### src/rtl/branch_predictor.sv
// Direct-mapped branch target buffer with 2-bit saturating direction counters.
// Predicts combinationally for the fetch PC and trains from resolved branches in ID.
module branch_predictor #(
  parameter int unsigned ENTRIES  = 16,
  parameter int unsigned XLEN     = 32,
  parameter int unsigned CNT_W    = 32,
  parameter logic [1:0]  CTR_INIT = 2'b01
) (
  input  logic             clk,
  input  logic             reset,
  input  logic [XLEN-1:0]  if_pc,
  output logic             pred_taken,
  output logic [XLEN-1:0]  pred_target,
  input  logic             upd_valid,
  input  logic [XLEN-1:0]  upd_pc,
  input  logic             upd_is_jump,
  input  logic             upd_taken,
  input  logic [XLEN-1:0]  upd_target,
  input  logic             upd_pred_taken,
  input  logic [XLEN-1:0]  upd_pred_target,
  output logic             mispredict,
  output logic [CNT_W-1:0] mispredict_cnt
);

  localparam int unsigned IDX_W = $clog2(ENTRIES);
  localparam int unsigned TAG_W = XLEN - IDX_W - 2;

  logic             valid_q  [ENTRIES];
  logic [TAG_W-1:0] tag_q    [ENTRIES];
  logic [XLEN-1:0]  target_q [ENTRIES];
  logic [1:0]       ctr_q    [ENTRIES];
  logic [CNT_W-1:0] cnt_q, cnt_d;

  logic [IDX_W-1:0] lookupIdx, updIdx;
  logic [TAG_W-1:0] lookupTag, updTag;
  logic             lookupHit, updHit;
  logic             wrEn;
  logic [1:0]       ctr_d;
  logic [XLEN-1:0]  target_d;

  assign lookupIdx = if_pc[IDX_W+1:2];
  assign lookupTag = if_pc[XLEN-1:IDX_W+2];
  assign updIdx    = upd_pc[IDX_W+1:2];
  assign updTag    = upd_pc[XLEN-1:IDX_W+2];

  assign lookupHit   = valid_q[lookupIdx] && (tag_q[lookupIdx] == lookupTag);
  assign pred_taken  = lookupHit && ctr_q[lookupIdx][1];
  assign pred_target = pred_taken ? target_q[lookupIdx] : if_pc + XLEN'(4);

  assign updHit     = valid_q[updIdx] && (tag_q[updIdx] == updTag);
  assign mispredict = upd_valid &&
                      ((upd_pred_taken != upd_taken) ||
                       (upd_taken && (upd_pred_target != upd_target)));

  // Hits train in place; taken misses allocate over whatever aliases there.
  always_comb begin
    wrEn     = 1'b0;
    ctr_d    = ctr_q[updIdx];
    target_d = target_q[updIdx];
    if (upd_valid) begin
      if (updHit) begin
        wrEn = 1'b1;
        if (upd_is_jump)
          ctr_d = 2'b11;
        else if (upd_taken)
          ctr_d = (ctr_q[updIdx] == 2'b11) ? 2'b11 : 2'(ctr_q[updIdx] + 2'd1);
        else
          ctr_d = (ctr_q[updIdx] == 2'b00) ? 2'b00 : 2'(ctr_q[updIdx] - 2'd1);
        if (upd_taken)
          target_d = upd_target;
      end else if (upd_taken) begin
        wrEn     = 1'b1;
        ctr_d    = upd_is_jump ? 2'b11 : 2'b10;
        target_d = upd_target;
      end
    end
  end

  assign cnt_d = (mispredict && (cnt_q != {CNT_W{1'b1}})) ? cnt_q + CNT_W'(1) : cnt_q;

  always_ff @(posedge clk) begin
    if (reset) begin
      for (int i = 0; i < int'(ENTRIES); i++) begin
        valid_q[i] <= 1'b0;
        ctr_q[i]   <= CTR_INIT;
      end
      cnt_q <= '0;
    end else begin
      cnt_q <= cnt_d;
      if (wrEn) begin
        valid_q[updIdx]  <= 1'b1;
        tag_q[updIdx]    <= updTag;
        target_q[updIdx] <= target_d;
        ctr_q[updIdx]    <= ctr_d;
      end
    end
  end

  assign mispredict_cnt = cnt_q;

endmodule

### config.mk
export PLATFORM = sky130hd
export DESIGN_NAME = branch_predictor
export DESIGN_NICKNAME = d
export VERILOG_FILES = /design/src/rtl/branch_predictor.sv
export SDC_FILE = /design/constraint.sdc
export NUM_CORES = 1
export LEC_CHECK = 0
export CORE_MARGIN = 10
export CORE_UTILIZATION = 45
export CTS_CLUSTER_DIAMETER = 50
export DETAILED_ROUTE_END_ITERATION = 12
export GPL_ROUTABILITY_DRIVEN = 0
export PLACE_DENSITY = 0.69
export SLEW_MARGIN = 25
export SYNTH_ARGS = -nofsm -noshare
export SYNTH_HDL_FRONTEND = slang
export SYNTH_SLANG_ARGS = --single-unit
### constraint.sdc
create_clock -name clk -period 7.75 [get_ports clk]
set_input_delay 1.9375 -clock clk [delete_from_list [all_inputs] [get_ports clk]]
set_output_delay 1.9375 -clock clk [all_outputs]
set_load 0.1 [all_outputs]
[Word-level counts from Yosys, hierarchy flattened]
Memories as Yosys holds them, arrays and structs flattened.
Index checks and enable logic that the tools add are counted.
Operators by class
  multiplexer cells: 25
  reduce and logical (&&, ||, !) cells: 11
  add/subtract/negate cells: 4
  equal/unequal tests: 8
Operators by type and width (count)
  32-bit 2-to-1 mux: 3
  26-bit == test: 2
  32-bit by 1-bit adder with 32-bit output, second input constant: 1
  32-bit by 3-bit adder with 32-bit output, second input constant: 1
  32-bit inequality test: 1
  32-bit inequality test, second input constant: 1
  2-bit 2-to-1 mux: 8
  1-bit 2-to-1 mux: 12
  4-bit 2-to-1 mux: 2
  1-bit logical AND: 6
  3-bit AND reduction: 1
  2-bit by 1-bit adder with 2-bit output, second input constant: 1
  2-bit == test, second input constant: 1
  2-bit zero test: 1
  2-bit inequality test, second input constant: 1
  2-bit OR reduction: 1
  2-bit by 1-bit subtractor with 2-bit output, second input constant: 1
  1-bit logical OR: 1
  1-bit inequality test: 1
  1-bit inequality test, second input constant: 1
  1-bit OR reduction: 1
Storage, ports and cells
  RAM bits: 976
  memories kept: 4
  logic and storage cells: 53
  output and inout port bits: 66
  bits of input ports: 134
  register bits after elaboration: 32
Memories
  target_q: words 16, bits a word 32, read ports 1, clocked after Yosys merged registers in 0, write ports 1, line 30  | logic [XLEN-1:0] target_q [ENTRIES];
  tag_q: words 16, bits a word 26, read ports 2, clocked after Yosys merged registers in 0, write ports 1, line 29  | logic [TAG_W-1:0] tag_q [ENTRIES];
  ctr_q: words 16, bits a word 2, read ports 2, clocked after Yosys merged registers in 0, write ports 16, line 31  | logic [1:0] ctr_q [ENTRIES];
  valid_q: words 16, bits a word 1, read ports 2, clocked after Yosys merged registers in 0, write ports 16, line 28  | logic valid_q [ENTRIES];

[Longest topological paths before layout]
Gate-level depths: netlist (run 1).
An unclocked memory read counts as a cell.
  word-level depth: 10
  depth in mapped cells: 16
  mapped depth without buffers: 9

[Worst setup path before layout (run 1)]
Ideal clock, no wire load.
  kind: input-to-output
  start: input port if_pc[2]
  end: output port pred_target[2]
  required time: 5.812 ns
  buffers on the path: 5
  setup slack: -1.058 ns
  arrival time: 6.870 ns
  stages on the path: 11
  path through: clkbuf_1 > buf_2 > buf_2 > buf_1 > mux4_2 > mux4_2 > xnor2_1 > nand4_1 > nor4_4 > buf_2 > o21ai_0
Between the ends
  cells in the longest elaborated chain, start to end: 5
  elaborated cells on any way between the ends: 9
  classes of those cells: add/sub (1); eq/ne (1); mux (1); reduce/logical (2); memory (4)
Ends and longest elaborated chain
  start, declared: line 11  | input logic [XLEN-1:0] if_pc,
  memory 16 x 26 bit
  26-bit == test: line 46  | assign lookupHit = valid_q[lookupIdx] && (tag_q[lookupIdx] == lookupTag);
  1-bit logical AND: line 46
  1-bit logical AND *: line 47  | assign pred_taken = lookupHit && ctr_q[lookupIdx][1];
  net pred_taken: line 12  | output logic pred_taken,
  32-bit 2-to-1 mux *: line 48  | assign pred_target = pred_taken ? target_q[lookupIdx] : if_pc + XLEN'(4);
  end, declared: line 13  | output logic [XLEN-1:0] pred_target,
The timed path passes the listed nets; every way through them passes the cells marked *.

[Worst setup path after layout (run 1)]
  start: input port if_pc[2]
  end: output port pred_target[20]
Between the ends
  cells in the longest elaborated chain, start to end: 5
  elaborated cells on any way between the ends: 9
  classes of those cells: add/sub (1); eq/ne (1); mux (1); reduce/logical (2); memory (4)
Ends and longest elaborated chain (line)
  memory 16 x 26 bit
  26-bit == test: 46
  1-bit logical AND: 46
  1-bit logical AND: 47
  32-bit 2-to-1 mux *: 48
Every way passes the cells marked *; elsewhere a longest branch is shown, timed or not.

==> flow_summary_export.csv, run 1 <==
group,metric,value,unit
status,status,"completed",
setup_path,crit_fanout,10,
clock_tree,cts_tree,"built",
power,clockPowerShare,0.423,
sta,worstMarginPinSlew,1.03,ns
power,p_seq_frac,0.493,
clock_tree,clk_latency,0.70,ns
floorplanning,io_pins,200,
sta,period_minus_slack,7.64,ns
job,cap_violations,0,
sta,rsz0062_at_grt,"no",
synthesis,synthArstFlopShare,0,
setup_path,endpoint_kind,"output port",
synthesis,synth.avg_cell_area,19.1,sq um
synthesis,synth_ff_type,"edfxtp_1",
route,first_pass_iters,5,
layout,final_area,0.0529,sq mm
floorplanning,rows,115,
synthesis,syn-num-nets,2466,
setup_path,crit_end,"pred_target[20]",
setup_path,worstSetupPathType,"input pin to output port",
global_route,grt_pass1_wl,180000,um
layout,instances_no_fill,4005,
global_route,grt-ovfl-total,0,
placement,placed_area,0.0491,sq mm
clock_tree,htreeDepth,3,
synthesis,synth_top_area_frac,0.649,
synthesis,synth_area,0.0444,sq mm
floorplanning,initial_core_util,0.453,
sta,hold_ws,0.479,ns
synthesis,netlist_instances,2330,
setup_path,crit_required,5.81,ns
sta,setup_slack,0.110,ns
setup_path,rrSetupSlack,3.35,ns
clock_tree,cts.path.max_buffers,3,
global_route,grt_pass1_vias,25900,
power,p_sw_frac,0.229,
synthesis,ys_warn_count,0,
route,drt_iter0_drc,3175,
route,ant_nets,0,
setup_path,crit_path_start,"if_pc[2]",
power,pwr-share-comb,0.083,
clock_tree,cts_buffers,111,
setup_path,arrival,5.70,ns
placement,io_buffers,197,
synthesis,synth_top_cell_by_area,"edfxtp_1",
route,vias_per_cell,6.31,
sta,skew,0.0719,ns
route,num_vias,25300,
layout,syn_to_final_growth,19.0,%
global_route,antenna_found_initial,9,
setup_path,crit_path_start_kind,"input pin",
layout,finalNetCount,2760,
placement,dp_hpwl,78400,um
floorplanning,die_w,334,um
layout,nFillCells,7447,
synthesis,yosysUniqueCellTypes,69,
sta,relSlewSlack,0.314,
route,drc,0,
setup_path,r2r_end,"ctr_q[6][1]",
power,p_leak,17.0,nW
clock_tree,ctsHoldBuffers,0,
synthesis,synth_most_common_cell,"edfxtp_1",
setup_path,reg2reg_depth,11,
placement,preCtsSetupSlack,-0.0440,ns
floorplanning,die_area,0.112,sq mm
placement,dp.cells,3792,
synthesis,synth_commonest_cells,"edfxtp_1, mux4_2, nand2_1",
global_route,grt_start_max_net_pins,107,
setup_path,rr_startpoint,"tag_q[2][2]",
route,wl_per_cell,31.0,um
power,switching_power,2.79,mW
power,max-vdd-ir-drop,0.166,mV
synthesis,synth_edf_count,960,
sta,finalHoldViolCount,0,
power,power,12.2,mW
synthesis,synth-seq-area-share,0.670,
clock_tree,cts.sinks,1008,
clock_tree,path_clk_slew,0.06,ns
sta,setup_viol,0,
synthesis,synth_area_leaders,"edfxtp_1, mux4_2, dfxtp_1",
route,wl,124000,um
power,intPower,9.41,mW
sta,fmax,131,MHz
floorplanning,die_h,334,um
layout,utilization,0.539,
sta,maxSlewViolCount,0,
min_path,hp-class,"flop to flop",
global_route,grt_util_all_layers,0.219,
synthesis,synth_seq_cells,1008,
power,power_density,231,mW/mm^2
floorplanning,core,0.0981,sq mm
sta,finalCritPeriodShare,0.986,
layout,drive_gt1_frac,0.308,
sta,fin_tns_setup,0,ns
clock_tree,cts_root_buf,"clkbuf_16",
## registers in the layout (all words and copies together), names as in the netlist
register / cells
target_q: 512
tag_q: 416
ctr_q: 32
mispredict_cnt: 32
valid_q: 16
## critical path, stage by stage
cell and delay (ns):
buf_8 0.20, buf_16 0.19, mux4_2 0.53, mux4_2 0.56, xnor2_1 0.18, buf_4 0.15
nand2_1 0.09, nor4_4 0.31, nand4_1 0.23, buf_4 0.21, nor4_4 0.12, buf_4 0.20
buf_12 0.15, buf_4 0.19, buf_12 0.15, o21ai_2 0.08, buf_12 0.18
## cell type report
type,instances,area [sq um],area share
sequential,1008,29800,0.563
multi-input combinational,1157,14200,0.269
timing repair buffer,326,3570,0.0676
clock buffer,133,2970,0.0561
tap,1287,1610,0.0304
clock inverter,73,666,0.0126
inverter,20,75.1,0.00142
antenna,1,2.50,0.0000473
## routing by layer
layer  vias to the layer above  share of wire  track usage
met3                       212          0.090       0.0427
li1                      10300              -            -
met5                         -        0.00055            0
met2                      1357           0.50        0.366
met1                     13400           0.38        0.290
met4                        10          0.025       0.0644
## timing repair
action,in CTS,in global routing
gates cloned,0,4
resized for setup,1,10
pin swaps,1,3
endpoints found under the setup margin,10,32
buffers inserted,0,1
## logic make-up (layout without fill, tap and decap cells)
kind of cell,count (synthesis),count (layout),synth area share
muxes,482,482,0.216
DFF,1008,1008,0.670
and+or+nand+nor,370,370,0.0442
buffers and inverters,165,552,0.0175
xor gates and xnor gates,133,133,0.0262
other,0,1,0
AOI/OAI and AO/OA,170,170,0.0253
adders and majority gates,2,2,0.000563
## power by group through the flow
stage,clock (mW),combinational (mW),sequential (mW)
after CTS,5.22,1.01,6.02
after global placement,0,0.990,6.13
final,5.16,1.02,6.02
after detailed placement,0,1.01,6.13
after floorplan,0,0.578,6.13
after global routing,5.45,1.07,6.02
## layout by cell type, fill, tap and decap left out, drive strengths merged, types with 23 or more instances in the layout
master	n
buf	167
mux2	30
dfxtp	48
nor3	23
mux2i	74
nand3	49
o21ai	66
xnor2	60
inv	28
nor2	69
clkdlybuf4s50	155
nand4	34
mux4	378
nand2	88
xor2	73
clkbuf	137
edfxtp	960
clkinv	45
## worst min-delay path by stage
stage	startpoint	endpoint	depth (start not counted)
floorplan	valid_q[10]	valid_q[10]	1
global placement	valid_q[1]	valid_q[1]	1
detailed placement	valid_q[11]	valid_q[11]	1
CTS	valid_q[11]	valid_q[11]	1
global route	valid_q[10]	valid_q[10]	1
finish	valid_q[11]	valid_q[11]	1
Note: power is estimated with default switching activity, not from simulation.
==> run 2, diff against run 1 <==
Settings changed: CORE_MARGIN 10 to 5.
==> run 2 against run 1 <==
Utilization rose by 0.092 points. Global-route usage rose by 1.3 points. Final area rose by 0.17%. Wire length fell by 1.4%. Sequential power barely moved. Worst hold slack improved by 0.0048 ns. Non-clock buffer count rose by 16. Largest cell class unchanged. Largest power group unchanged. Highest routed layer unchanged.
==> flow_summary_export.csv, run 2 (synthesis gave the netlist of run 1 again) <==
group,metric,value,unit
setup_path,arrival,5.65,ns
layout,drive_gt1_frac,0.307,
route,drt_iter0_drc,3124,
sta,rsz0062_at_grt,"no",
setup_path,endpoint_kind,"output port",
floorplanning,initial_core_util,0.453,
placement,placed_area,0.0494,sq mm
global_route,antenna_found_initial,6,
layout,largest_reg_flops,512,
global_route,grt_pass1_wl,178000,um
setup_path,crit_required,5.81,ns
layout,layout_commonest_cell,"edfxtp_1",
sta,period_minus_slack,7.59,ns
sta,finalHoldViolCount,0,
setup_path,crit_path_start_kind,"input pin",
floorplanning,die_w,324,um
layout,finalNetCount,2775,
global_route,grt_start_max_net_pins,83,
route,ant_nets,0,
floorplanning,die_area,0.105,sq mm
sta,hold_ws,0.484,ns
floorplanning,io_pins,200,
setup_path,worstSetupPathType,"input pin to output port",
clock_tree,htreeDepth,3,
min_path,hp-class,"flop to flop",
setup_path,crit_path_top_delay_cell,"mux4_2",
status,status,"completed",
sta,fmax,132,MHz
clock_tree,cts_tree,"built",
clock_tree,cts.path.max_buffers,3,
setup_path,cp_common_cell,"buf_12",
clock_tree,cts_root_buf,"clkbuf_16",
sta,maxSlewViolCount,0,
route,vias_per_cell,6.28,
route,wl,122000,um
layout,multi_input_area,0.0142,sq mm
setup_path,cp_top_family,"multiplexers",
route,num_vias,25300,
power,power_density,230,mW/mm^2
layout,nFillCells,7442,
placement,preCtsSetupSlack,-0.0959,ns
clock_tree,path_clk_slew,0.05,ns
job,cap_violations,0,
layout,utilization,0.540,
layout,top_register,"target_q",
floorplanning,rows,115,
layout,syn_to_final_growth,19.2,%
layout,final_area,0.0530,sq mm
setup_path,path_cells,"buf_12 > buf_4 > mux4_2 > mux4_2 > xnor2_1 > nand2_1 > or4_1 > nor4_4 > buf_12 > buf_12 > nand2_1 > o21ai_2 > buf_12",
global_route,grt_pass1_vias,25600,
sta,relSlewSlack,0.315,
global_route,grt_util_all_layers,0.232,
route,wl_per_cell,30.4,um
power,max-vdd-ir-drop,0.164,mV
layout,layout_common_cells,"edfxtp_1, mux4_2, clkdlybuf4s50_1, buf_4, clkbuf_16",
route,first_pass_iters,6,
setup_path,crit_fanout,32,
clock_tree,cts_buffers,110,
placement,dp_hpwl,77900,um
route,drc,0,
setup_path,path_buf_inv,5,
global_route,grt-ovfl-total,0,
floorplanning,die_h,324,um
power,p_leak,17.0,nW
floorplanning,core,0.0981,sq mm
sta,skew,0.0201,ns
sta,finalCritPeriodShare,0.979,
clock_tree,cts.sinks,1008,
placement,io_buffers,197,
setup_path,slowest_delay,0.59,ns
sta,worstMarginPinSlew,1.02,ns
sta,setup_viol,0,
layout,largest_registers,"target_q x512, tag_q x416",
sta,setup_slack,0.160,ns
layout,regArea,0.0298,sq mm
clock_tree,clk_latency,0.68,ns
[run 2: path summary, 6_finish.rpt]
kind | startpoint | endpoint | slack [ns] | cells past startpoint
max | if_pc[2] | pred_target[31] | 0.16 | 13
min | valid_q[2] | valid_q[2] | 0.48 | 1
max reg2reg | tag_q[15][15] | ctr_q[7][0] | 3.55 | 11
min reg2reg | valid_q[2] | valid_q[2] | 0.48 | 1
[run 2: through the flow]
step | cells | total power [mW] | TNS (ns)
after floorplan | 2330 | 6.71 | -0.294
after global placement | 3810 | 7.13 | -0.483
after detailed placement | 3814 | 7.15 | -1.23
after CTS | 4020 | 12.2 | 0
after global routing | 4021 | 12.5 | 0
final | 4025 | 12.2 | 0
[run 2: worst reg2reg max path: stages, from the launching register on]
cell	delay (ns)
edfxtp_1	0.42
mux4_2	0.48
a2bb2oi_1	0.21
a21oi_1	0.18
a311oi_1	0.53
nand4_1	0.21
nor4_2	0.33
buf_4	0.21
a31oi_2	0.11
buf_4	0.28
or2_0	0.41
o21ai_0	0.48
[run 2: power by group]
part	switching [mW]	internal (mW)	leakage, nW
Combinational	0.592	0.427	6.28
Clock	2.15	2.98	1.74
Sequential	0.0151	6.00	9.01
Total	2.76	9.41	17.0
[run 2: area by class of cell]
| type | count | share of cell area |
|---|---|---|
| well taps | 1287 | 0.0304 |
| multi-input cells | 1157 | 0.268 |
| clock buffers | 134 | 0.0540 |
| inverters | 20 | 0.00142 |
| clock inverters | 72 | 0.0134 |
| repair buffers | 342 | 0.0704 |
| diodes | 5 | 0.000236 |
| flip-flops and latches | 1008 | 0.562 |
[run 2: timing repair]
action / in CTS / in global routing
hold buffers: 0 / 0
setup endpoints to repair: 27 / 31
setup buffers: 0 / 0
pin swaps: 0 / 2
resized for setup: 2 / 7
hold endpoints to repair: 0 / 0
[run 2: metal layers]
layer	global-route usage	vias to the layer above	routed length (um)
met3	0.0450	212	11800
li1	-	10400	-
met5	0	-	22
met4	0.0587	4	3180
met2	0.390	1383	60900
met1	0.316	13300	46600
